$ cat config.mk
export PLATFORM = sky130hd
export DESIGN_NAME = iommu_ddtc_ctrl
export DESIGN_NICKNAME = d
export VERILOG_FILES = /design/src/rtl/iommu_pkg.sv /design/src/rtl/iommu_rr_arbiter.sv /design/src/rtl/iommu_ddtc_ctrl.sv
export SDC_FILE = /design/constraint.sdc
export NUM_CORES = 1
export LEC_CHECK = 0
export BUFFER_PORTS_ARGS = -buffer_cell sky130_fd_sc_hd__buf_2
export CORE_AREA = 4 4 466 468
export CTS_CLUSTER_SIZE = 28
export DETAILED_ROUTE_END_ITERATION = 16
export DIE_AREA = 0 0 470 472
export GPL_TIMING_DRIVEN = 0
export HOLD_SLACK_MARGIN = 0.08
export PLACE_DENSITY = 0.3
export SLEW_MARGIN = 25
export SYNTH_ARGS = -nofsm -noshare
export SYNTH_HDL_FRONTEND = slang
export SYNTH_SLANG_ARGS = --single-unit
$ cat constraint.sdc
create_clock -name clk_i -period 4.7 [get_ports clk_i]
set_input_delay 0.235 -clock clk_i [delete_from_list [all_inputs] [get_ports clk_i]]
set_output_delay 0.235 -clock clk_i [all_outputs]
set_load 0.1 [all_outputs]
$ cat src/rtl/iommu_pkg.sv
// Shared IOMMU types for the DDTC controller: extended device context
// and the controller state encoding.
package iommu_pkg;

  typedef struct packed {
    logic [63:0] tc;
    logic [63:0] iohgatp;
    logic [63:0] ta;
    logic [63:0] fsc;
  } dc_ext_t;

  typedef enum logic [2:0] {
    IDLE,
    LOOKUP,
    WREQ,
    WWAIT,
    INVAL
  } ddtc_ctrl_state_e;

endpackage

$ cat src/rtl/iommu_rr_arbiter.sv
// Round-robin grant over N requesters. The pointer moves past the
// granted requester only when the grant is actually taken.
module iommu_rr_arbiter #(
  parameter int N = 2,
  localparam int IW = (N > 1) ? $clog2(N) : 1
) (
  input  logic         clk_i,
  input  logic         rst_ni,
  input  logic [N-1:0] req,
  input  logic         accept,
  output logic [N-1:0] gnt
);

  logic [IW-1:0] ptr_q;
  int            gi;

  always_comb begin
    int j;
    logic found;
    gnt   = '0;
    gi    = 0;
    found = 1'b0;
    j     = 0;
    for (int k = 0; k < N; k++) begin
      j = int'(ptr_q) + k;
      if (j >= N) j = j - N;
      if (!found && req[j]) begin
        found  = 1'b1;
        gnt[j] = 1'b1;
        gi     = j;
      end
    end
  end

  always_ff @(posedge clk_i or negedge rst_ni) begin
    if (!rst_ni) begin
      ptr_q <= '0;
    end else if (accept) begin
      ptr_q <= (gi == N - 1) ? '0 : IW'(gi + 1);
    end
  end

endmodule

$ cat src/rtl/iommu_ddtc_ctrl.sv
// DDTC sequencer: round-robin DC requests, priority INVAL_DDT flushes,
// miss walk and refill. IOMMU_DDTC_CTRL_STATS_EN adds hit/miss/flush counters.
module iommu_ddtc_ctrl
  import iommu_pkg::*;
#(
  parameter int N_REQ           = 2,
  parameter int DEVICE_ID_WIDTH = 24,
  localparam int DW = DEVICE_ID_WIDTH
) (
  input  logic                clk_i,
  input  logic                rst_ni,
  input  logic [N_REQ-1:0]    req_valid_i,
  output logic [N_REQ-1:0]    req_ready_o,
  input  logic [N_REQ*DW-1:0] req_did_i,
  output logic [N_REQ-1:0]    resp_valid_o,
  output dc_ext_t             resp_dc_o,
  output logic                resp_fault_o,
  input  logic                inval_valid_i,
  output logic                inval_ready_o,
  input  logic                inval_dv_i,
  input  logic [DW-1:0]       inval_did_i,
  output logic                ddtc_lookup_o,
  output logic [DW-1:0]       ddtc_lu_did_o,
  input  logic                ddtc_lu_hit_i,
  input  dc_ext_t             ddtc_lu_content_i,
  output logic                ddtc_update_o,
  output logic [DW-1:0]       ddtc_up_did_o,
  output dc_ext_t             ddtc_up_content_o,
  output logic                ddtc_flush_o,
  output logic                ddtc_flush_dv_o,
  output logic [DW-1:0]       ddtc_flush_did_o,
  output logic                walk_valid_o,
  input  logic                walk_ready_i,
  output logic [DW-1:0]       walk_did_o,
  input  logic                walk_rvalid_i,
  input  dc_ext_t             walk_dc_i,
  input  logic                walk_fault_i
`ifdef IOMMU_DDTC_CTRL_STATS_EN
  ,
  output logic [31:0]         hit_cnt_o,
  output logic [31:0]         miss_cnt_o,
  output logic [31:0]         flush_cnt_o
`endif
);

  ddtc_ctrl_state_e state_q, state_d;
  logic [DW-1:0]    did_q, inv_did_q, sel_did;
  logic [N_REQ-1:0] gnt_q, arb_req, gnt;
  logic             inv_dv_q, blk_q, inval_acc;

  // Once a flush has gone out, a waiting requester is served before the next one.
  assign inval_acc = (state_q == IDLE) && inval_valid_i
                   && !(blk_q && |req_valid_i);
  assign arb_req   = (state_q == IDLE && !inval_acc) ? req_valid_i : '0;

  iommu_rr_arbiter #(.N(N_REQ)) u_arb (
    .clk_i  (clk_i),
    .rst_ni (rst_ni),
    .req    (arb_req),
    .accept (|gnt),
    .gnt    (gnt)
  );

  always_comb begin
    sel_did = '0;
    for (int g = 0; g < N_REQ; g++) begin
      if (gnt[g]) sel_did = sel_did | req_did_i[g*DW +: DW];
    end
  end

  always_comb begin
    state_d           = state_q;
    req_ready_o       = '0;
    resp_valid_o      = '0;
    resp_dc_o         = '0;
    resp_fault_o      = 1'b0;
    inval_ready_o     = 1'b0;
    ddtc_lookup_o     = 1'b0;
    ddtc_lu_did_o     = '0;
    ddtc_update_o     = 1'b0;
    ddtc_up_did_o     = '0;
    ddtc_up_content_o = '0;
    ddtc_flush_o      = 1'b0;
    ddtc_flush_dv_o   = 1'b0;
    ddtc_flush_did_o  = '0;
    walk_valid_o      = 1'b0;
    walk_did_o        = '0;
    unique case (state_q)
      IDLE: begin
        inval_ready_o = inval_acc;
        if (inval_acc) begin
          state_d = INVAL;
        end else if (|gnt) begin
          req_ready_o = gnt;
          state_d     = LOOKUP;
        end
      end
      LOOKUP: begin
        ddtc_lookup_o = 1'b1;
        ddtc_lu_did_o = did_q;
        if (ddtc_lu_hit_i) begin
          resp_valid_o = gnt_q;
          resp_dc_o    = ddtc_lu_content_i;
          state_d      = IDLE;
        end else begin
          state_d = WREQ;
        end
      end
      WREQ: begin
        walk_valid_o = 1'b1;
        walk_did_o   = did_q;
        if (walk_ready_i) state_d = WWAIT;
      end
      WWAIT: begin
        if (walk_rvalid_i) begin
          resp_valid_o = gnt_q;
          resp_fault_o = walk_fault_i;
          if (!walk_fault_i) begin
            resp_dc_o         = walk_dc_i;
            ddtc_update_o     = 1'b1;
            ddtc_up_did_o     = did_q;
            ddtc_up_content_o = walk_dc_i;
          end
          state_d = IDLE;
        end
      end
      INVAL: begin
        ddtc_flush_o     = 1'b1;
        ddtc_flush_dv_o  = inv_dv_q;
        ddtc_flush_did_o = inv_did_q;
        state_d          = IDLE;
      end
      default: state_d = IDLE;
    endcase
  end

  always_ff @(posedge clk_i or negedge rst_ni) begin
    if (!rst_ni) begin
      state_q   <= IDLE;
      did_q     <= '0;
      gnt_q     <= '0;
      inv_dv_q  <= 1'b0;
      inv_did_q <= '0;
      blk_q     <= 1'b0;
    end else begin
      state_q <= state_d;
      if (inval_acc) begin
        inv_dv_q  <= inval_dv_i;
        inv_did_q <= inval_did_i;
      end else if (|gnt) begin
        did_q <= sel_did;
        gnt_q <= gnt;
        blk_q <= 1'b0;
      end
      if (state_q == INVAL) blk_q <= 1'b1;
    end
  end

`ifdef IOMMU_DDTC_CTRL_STATS_EN
  always_ff @(posedge clk_i or negedge rst_ni) begin
    if (!rst_ni) begin
      hit_cnt_o   <= '0;
      miss_cnt_o  <= '0;
      flush_cnt_o <= '0;
    end else begin
      if (state_q == LOOKUP && ddtc_lu_hit_i && ~&hit_cnt_o)
        hit_cnt_o <= hit_cnt_o + 32'd1;
      if (state_q == LOOKUP && !ddtc_lu_hit_i && ~&miss_cnt_o)
        miss_cnt_o <= miss_cnt_o + 32'd1;
      if (state_q == INVAL && ~&flush_cnt_o)
        flush_cnt_o <= flush_cnt_o + 32'd1;
    end
  end
`endif

endmodule

Word-level counts from Yosys, hierarchy flattened
Index checks and enable logic that the tools add are counted.
{"block": "totals", "ff_bits": 56, "in_bits": 594, "out_inout_bits": 619, "word_cells": 103}
{"block": "op_classes", "add_sub_neg": 4, "magnitude_cmp": 6, "n_eq_ne": 9, "muxes": 57, "bitwise_logic": 3, "reduce_logical": 17}
{"operator": "two-way mux 256 bit", "count": 4}
{"operator": "one-hot mux 256 bit (2 select lines)", "count": 1}
{"operator": "two-way mux 24 bit", "count": 8}
{"operator": "two-way mux 32 bit", "count": 4}
{"operator": "greater-or-equal comparator 32 x 1 -> 1 bit (second input constant)", "count": 2}
{"operator": "< comparator 32 x 3 -> 1 bit (second input constant)", "count": 2}
{"operator": "equality test 32 x 2 -> 1 bit (second input constant)", "count": 1}
{"operator": "greater-or-equal comparator 32 x 3 -> 1 bit (second input constant)", "count": 1}
{"operator": "subtractor 32 x 3 -> 32 bit (second input constant)", "count": 1}
{"operator": "OR 24 bit", "count": 1}
{"operator": "two-way mux 1 bit", "count": 23}
{"operator": "two-way mux 2 bit", "count": 9}
{"operator": "two-way mux 3 bit", "count": 4}
{"operator": "one-hot mux 3 bit (4 select lines)", "count": 1}
{"operator": "logical AND 1 bit", "count": 7}
{"operator": "equality test 3 x 2 -> 1 bit (second input constant)", "count": 2}
{"operator": "inequality test 2 bit (second input constant)", "count": 2}
{"operator": "one-hot mux 2 bit (2 select lines)", "count": 1}
{"operator": "AND reduction 2 bit", "count": 2}
{"operator": "OR reduction 2 bit", "count": 2}
{"operator": "equality test 3 x 1 -> 1 bit (second input constant)", "count": 1}
{"operator": "equality test 3 bit (second input constant)", "count": 1}
{"operator": "zero test 1 bit", "count": 3}
{"operator": "zero test 3 bit", "count": 1}
{"operator": "11 further kinds", "count": 12}

Longest topological paths before layout
Gate-level depths: netlist (run 1).
{"block": "logic_depth", "word_depth": 18, "mapped_depth": 7, "ltp_nobuf": 3}

Cells and area by module
Synthesis (run 1) repeated with hierarchy kept, for this count alone.
{"block": "hier_totals", "hier_cells": 895, "area_unflattened_um2": 7439.6}
{"module": "iommu_ddtc_ctrl", "instances": 1, "cells_per_inst": 889, "area_per_inst_um2": 7383.3, "seq_area_each_um2": 1376.3}
{"module": "iommu_rr_arbiter", "instances": 1, "cells_per_inst": 6, "area_per_inst_um2": 56.3, "seq_area_each_um2": 25.0}

Worst setup path before layout (run 1)
Ideal clock, no wire load.
{"block": "synth_timing", "path_kind": "reg2out", "start": "register state_q[2]", "end": "output ddtc_up_did_o[14]", "arrival_time_ps": 2967, "required_time_ps": 4465, "slack_ps": 1498, "path_stages_with_launch": 4, "path_buffers": 1, "path_cell_list": "dfrtp_1 nand4b_4 buf_1 nor3_1"}
{"block": "synth_between", "elab_chain_len": 2}
{"element": "from (decl)", "line_no": "iommu_ddtc_ctrl.sv:46", "text": "ddtc_ctrl_state_e state_q, state_d;"}
{"element": "from (signal assigned)", "line_no": "iommu_ddtc_ctrl.sv:146", "text": "state_q <= state_d;"}
{"element": "equality test 3 x 2 -> 1 bit", "line_no": "iommu_ddtc_ctrl.sv:88", "text": "unique case (state_q)"}
{"element": "two-way mux 24 bit", "line_no": "iommu_ddtc_ctrl.sv:88"}
{"element": "to (decl)", "line_no": "iommu_ddtc_ctrl.sv:27", "text": "output logic [DW-1:0] ddtc_up_did_o,"}
Every way passes these cells.

==> results of run 1 <==
-- kinds of logic (layout without fill, tap and decap cells) --
family / count (synthesis) / count (layout) / share of synthesized area, %
and+or+nand+nor: 379 / 379 / 31.3
buffers and inverters: 141 / 1396 / 11.2
muxes: 26 / 26 / 3.83
DFF: 56 / 56 / 18.4
other: 0 / 73 / 0
AOI/OAI and AO/OA: 312 / 312 / 35.3
-- synth_stat cells --
master    count
nor3b_2       1
mux2_2       25
a31oi_1      24
buf_1         2
nand2_1       2
nand4b_4      1
and3_1        2
o21ai_0       1
a32o_1        1
a221o_1      24
clkbuf_1     18
and4b_1       1
and2_1      332
clkbuf_2     22
nand3b_1      1
a21o_1        3
a21oi_1       1
a221oi_1      1
mux2i_1       1
buf_2        39
buf_6        31
or2_2         1
nor3_1       24
a22oi_1       1
dfrtp_1      56
nor3b_1       2
buf_4         4
a22o_1      256
nor2b_1       1
nand3_1       2
nor3_2        1
nor2_1        3
and4_1        1
nor2_4        1
inv_1        25
nor3b_4       1
nand2b_1      2
-- routing by layer --
layer | share of wire (%) | wire [um]
met5 | 0.34 | 702
met4 | 3.6 | 7400
met3 | 13 | 27600
met2 | 49 | 101000
met1 | 34 | 71000
-- power groups by stage --
stage          Combinational, mW  Sequential [mW]  Clock [mW]
5_1_grt                     9.18             1.01       0.513
3_5_place_dp                8.95            0.978           0
2_1_floorplan               6.27            0.820           0
6_report                    8.90            0.984       0.477
3_3_place_gp                8.93            0.981           0
4_1_cts                     9.02            0.974       0.507
-- sequential cells by signal (all words and copies together) (netlist names), named ones only --
signal and flops:
blk_q 1, did_q 24, gnt_q 2, inv_did_q 24, inv_dv_q 1, state_q 3
-- per-stage QoR --
stage | utilization, % | cell area (um2) | power [mW] | hold slack [ns] | std cells
floorplan | - | 7620 | 7.09 | -0.0606 | 914
global placement | 8.07 | 17200 | 9.91 | 0.460 | 4963
detailed placement | 8.11 | 17300 | 9.93 | 0.204 | 4966
CTS | 8.33 | 17800 | 10.5 | 0.0806 | 5007
global route | 8.36 | 17900 | 10.7 | 0.0834 | 5035
finish | 8.41 | 18000 | 10.4 | 0.113 | 5080
-- final cells by class --
class / count / area (um2)
Tap cell: 2838 / 3550
Multi-Input combinational cell: 717 / 5370
Buffer: 116 / 764
Clock buffer: 5 / 125
Clock inverter: 3 / 21.3
Sequential cell: 56 / 1400
Timing Repair Buffer: 1247 / 6460
Fill cell: 25450 / 196000
Inverter: 25 / 93.8
Antenna cell: 73 / 183
-- path summary, 6_finish.rpt --
| path | to | slack (ns) |
|---|---|---|
| setup / recovery | resp_dc_o[254] | 0.72 |
| hold / removal | did_q[2] | 0.11 |
| setup reg to reg | did_q[9] | 2.00 |
| hold reg to reg | gnt_q[1] | 0.48 |
| max in group asynchronous | inv_did_q[16] | 3.71 |
| min in group asynchronous | did_q[14] | 0.35 |
-- placed cells by master (no fill, tap or decap), types with 5 or more instances in the layout --
cell type / n
buf_2: 1249
nor3_1: 24
a22o_1: 256
and2_1: 332
diode_2: 73
a221o_1: 24
buf_6: 31
a31oi_1: 24
dfrtp_1: 56
clkbuf_16: 5
dlygate4sd3_1: 31
clkbuf_1: 14
mux2_2: 25
inv_1: 25
buf_4: 7
clkbuf_2: 26
-- timing repair --
item                                   in CTS  in global routing
buffers inserted                            2                  0
endpoints found under the hold margin      48                  0
setup endpoints to repair                   5                  0
hold buffers                               31                  0
==> impl_metrics.toml, run 1 <==
[outcome]
outcome = "finished, final reports clean"

[pwr]
seq_power_share_pct = 9.5
vdd_drop_max_v = 0.000371
p_int_mw = 2.47
clkPwrFrac_pct = 4.6
p_per_area_mw_per_mm2 = 576
p_leak_nw = 9.53
p_sw_share_pct = 76.2
p_comb_share_pct = 85.9
p_switching_mw = 7.89

[synth]
syn_area_mm2 = 0.00762
ys_warn_count = 0
synth_nets = 1508
ys_types = 37
avgSynthCellArea_um2 = 8.34
synth_top_area_share_pct = 29.4
syn_inst = 914
synth-seq-area-share_pct = 18.4
yosysTopAreaCell = "a22o_1"
yosys-top-cells-area = "a22o_1 29%, and2_1 27%, dfrtp_1 18%, buf_6 4.6%, mux2_2 3.7%"
synth_seq_cells = 56

[routing]
drc_errors = 0
vias = 15223
drtIter0Drc = 1140
via_per_inst = 3.00
wl_mm = 208
wl_per_cell_um = 40.9
first_pass_iters = 5
ant_nets = 0

[worst_hold_path]
worstHoldStart = "req_did_i[26]"
worstHoldPathType = "input pin to flip-flop"
min_path_cells = 2

[setup_path]
slowest_stage = "buf_2"
cp_num_buf_inv = 3
cp_max_fo = 10
crit_type = "flip-flop to output port"
rr_worst_depth = 6
worstPathRequired_ns = 4.47
arrival_ns = 3.75
path_cells = "nand4b_4 -> nor2_4 -> buf_2 -> buf_2 -> a22o_1 -> buf_2"
critical_path.top_delay_family = "buffers and inverters"
cp-start-kind = "flip-flop"
path_depth = 6
slowest_delay_ns = 0.65
reg2reg_from = "blk_q"
crit_path_end_kind = "output port"
crit_path_start = "state_q[2]"
crit_top_cell = "buf_2"

[final_layout]
synthToLayoutAreaGrowth_pct = 136
drive_gt1_share_pct = 62.5
final_nets = 2762

[floorplanning]
core_mm2 = 0.214
io_pins = 1213
initial_core_util_pct = 3.57
dieHeight_um = 472
die-width_um = 470
die_area_mm2 = 0.222
rows = 170

[timing]
fin_setup_tns_ns = 0
slew_viol_final = 0
finClkSkew_ns = 0.0245
rsz0062_at_grt = "false"
finalHoldViolations = 0
worst_pin_slew_ns = 0.930
setup_viol = 0
max_freq_mhz = 251
final.period_utilization_pct = 84.7
fin_crit_ns = 3.98
max_slew_margin_pct = 38.0
fin_ws_ns = 0.717

[global_route]
grt_pass1_wl_mm = 240
grt.overflow.total = 0
first_global_vias = 14893
grt_max_degree = 35
grt-busiest-layer = "met2"
gr-usage-met2_pct = 31.6
grtUsageTotal_pct = 17.8
grt_use_met3_pct = 10.2
antenna_found_initial = 283
grtUsageMet1_pct = 17.9

[job]
drv_cap = 0

[clock_tree]
cts_tree = "done"
cts_made_buffers = 5
cts_buffer_depth = 2
insertion_delay_ns = 0.37
root_buffer = "clkbuf_16"
cts_resized = 0
cts_htree_levels = 2
cts.clk_slew.worst_paths_ns = 0.12
clkSinkCount = 56

[placed_design]
routabilityCongestion = 0.918
port_buffers = 1211
dpl.hpwl_mm = 194
post-place-ws_ns = 0.240
Power figures use the tool's default switching activity.
==> inputs of run 2 (changes only) <==
--- a/config.mk
+++ b/config.mk
@@ -6,10 +6,10 @@
 export NUM_CORES = 1
 export LEC_CHECK = 0
 export BUFFER_PORTS_ARGS = -buffer_cell sky130_fd_sc_hd__buf_2
-export CORE_AREA = 4 4 466 468
+export CORE_AREA = 4 4 464 466
 export CTS_CLUSTER_SIZE = 28
 export DETAILED_ROUTE_END_ITERATION = 16
-export DIE_AREA = 0 0 470 472
+export DIE_AREA = 0 0 468 470
 export GPL_TIMING_DRIVEN = 0
 export HOLD_SLACK_MARGIN = 0.08
 export PLACE_DENSITY = 0.3
==> constraint.sdc (replaced) <==
create_clock -name clk_i -period 3.2 [get_ports clk_i]
set_input_delay 0.16 -clock clk_i [delete_from_list [all_inputs] [get_ports clk_i]]
set_output_delay 0.16 -clock clk_i [all_outputs]
set_load 0.1 [all_outputs]
==> run 2 against run 1 <==
Sequential share of layout area fell by 0.30 points. Critical path depth rose by 1. Count of clock-buffer cells in the layout did not move. Highest routed layer unchanged. Via count fell by 0.81%. Critical endpoint is now resp_dc_o[185]. Global-route usage rose by 0.21 points. Final cell count fell by 0.12%. Utilization rose by 0.43 points. Flip-flop and latch count did not move. Setup slack got worse by 0.63 ns. Clock power rose by 32%. Final area rose by 4.0%. First-iteration DRC count fell by 26%.
==> impl_metrics.toml, run 2 (synthesis gave the netlist of run 1 again) <==
[pwr]
p_leak_nw = 9.62
p_per_area_mw_per_mm2 = 819
power.total_mw = 15.3
vdd_drop_max_v = 0.000535

[setup_path]
cp_max_fo = 10
worstPathRequired_ns = 3.04
r2r_end = "did_q[19]"
r2r_slack_ns = 0.64
arrival_ns = 2.96
rr_worst_depth = 6
cp-start-kind = "flip-flop"
crit_path_end_kind = "output port"
crit_type = "flip-flop to output port"
reg2reg_from = "state_q[2]"

[timing]
fin_setup_tns_ns = 0
fin_ws_ns = 0.0835
final.period_utilization_pct = 97.4
max_slew_margin_pct = 50.9
worst_pin_slew_ns = 0.741
slew_viol_final = 0
max_freq_mhz = 321
finalHoldViolations = 0
finClkSkew_ns = 0.00656
rsz0062_at_grt = "true"
fin_crit_ns = 3.12
setup_viol = 0

[final_layout]
final_common_cell = "buf_2"
stdcell_count = 5074
design_area_mm2 = 0.0187
final_nets = 2787
final_cell_mix = "1051 x buf_2, 332 x and2_1, 255 x a22o_1, 161 x buf_4"
drive_gt1_share_pct = 61.9
reg.largest.list = "did_q: 24 flops, inv_did_q: 24 flops, state_q: 3 flops"
synthToLayoutAreaGrowth_pct = 145
num-fill-cells = 25054

[floorplanning]
die-width_um = 468
dieHeight_um = 470
io_pins = 1213
die_area_mm2 = 0.220
initial_core_util_pct = 3.61
rows = 169
core_mm2 = 0.211

[job]
drv_cap = 0

[clock_tree]
root_buffer = "clkbuf_16"
cts.clk_slew.worst_paths_ns = 0.09
cts_tree = "done"
cts_buffer_depth = 2
insertion_delay_ns = 0.33
cts_made_buffers = 5
clkSinkCount = 56
cts_htree_levels = 2

[placed_design]
port_buffers = 1211
dp_cells = 4948
placed_area_mm2 = 0.0173
dpl.hpwl_mm = 197
post-place-ws_ns = -0.625
routabilityCongestion = 0.959

[routing]
vias = 15100
first_pass_iters = 5
wl_per_cell_um = 41.0
wl_mm = 208
drc_errors = 0
ant_nets = 0
drtIter0Drc = 839
via_per_inst = 2.98

[worst_hold_path]
worstHoldStart = "req_did_i[27]"
min_path_cells = 2
hold_path_end = "did_q[3]"
worstHoldPathType = "input pin to flip-flop"

[global_route]
grtUsageTotal_pct = 18.0
grt_pass1_wl_mm = 241
grt_max_degree = 44
grt.overflow.total = 0
first_global_vias = 14976
antenna_found_initial = 265

[outcome]
outcome = "finished, final reports clean"
-- run 2: changes by cell type in the layout (fill, tap and decap cells not counted), moves of 5 or more --
cell           delta
clkbuf_4         +45
buf_2           -198
buf_6             +5
buf_4           +154
diode_2          -14
dlygate4sd3_1    +25
-- run 2: cell type report --
class                           count  area [um2]  area share, %
Inverter                           25        93.8          0.502
Sequential cell                    56        1400           7.50
Clock buffer                        5         125          0.670
Multi-Input combinational cell    717        5380           28.8
Timing Repair Buffer             1272        7180           38.5
Clock inverter                      3        21.3          0.114
Antenna cell                       59         148          0.790
Buffer                            116         803           4.30
Tap cell                         2821        3530           18.9
-- run 2: timing repair --
item	in CTS	in global routing
setup endpoints to repair	513	45
gates resized for setup	170	43
hold buffers	56	0
buffers inserted	3	0
pin swaps	2	0
hold endpoints to repair	101	0
-- run 2: how the worst max path moves through the flow --
stage	start	end	slack (ns)	depth (start not counted)
floorplan	state_q[2]	ddtc_up_did_o[14]	0.07	3
global placement	state_q[2]	ddtc_up_content_o[71]	-0.84	6
detailed placement	state_q[2]	resp_dc_o[191]	-0.63	6
CTS	state_q[2]	ddtc_up_content_o[220]	0.004	8
global route	state_q[2]	resp_dc_o[0]	-0.003	7
finish	state_q[2]	resp_dc_o[185]	0.08	7
-- run 2: metal layers --
| layer | share of wire, % | vias to the layer above | global-route usage (%) |
|---|---|---|---|
| li1 | - | 5970 | - |
| met1 | 33 | 7161 | 17.3 |
| met2 | 46 | 1329 | 30.9 |
| met3 | 17 | 496 | 13.4 |
| met4 | 3.5 | 144 | 3.99 |
| met5 | 0.45 | - | 0 |
-- run 2: worst max-delay path, cell delays in order (launching register included) --
cell and delay (ns):
dfrtp_1 0.51, nand4b_4 0.35, nor2_4 0.19, buf_12 0.15
buf_4 0.30, buf_2 0.42, a22o_1 0.30, buf_4 0.35
-- run 2: through the flow --
step,hold WS (ns),util (%)
finish,0.0870,8.84
global placement,0.394,8.15
CTS,0.0830,8.72
floorplan,-0.136,-
global route,0.0860,8.80
detailed placement,0.0469,8.17
-- run 2: where the power goes --
part | leakage (nW) | internal, mW | total (mW) | switching (mW)
registers | 0.679 | 1.06 | 1.36 | 0.301
logic | 8.87 | 2.50 | 13.3 | 10.8
clock network | 0.0706 | 0.295 | 0.628 | 0.333
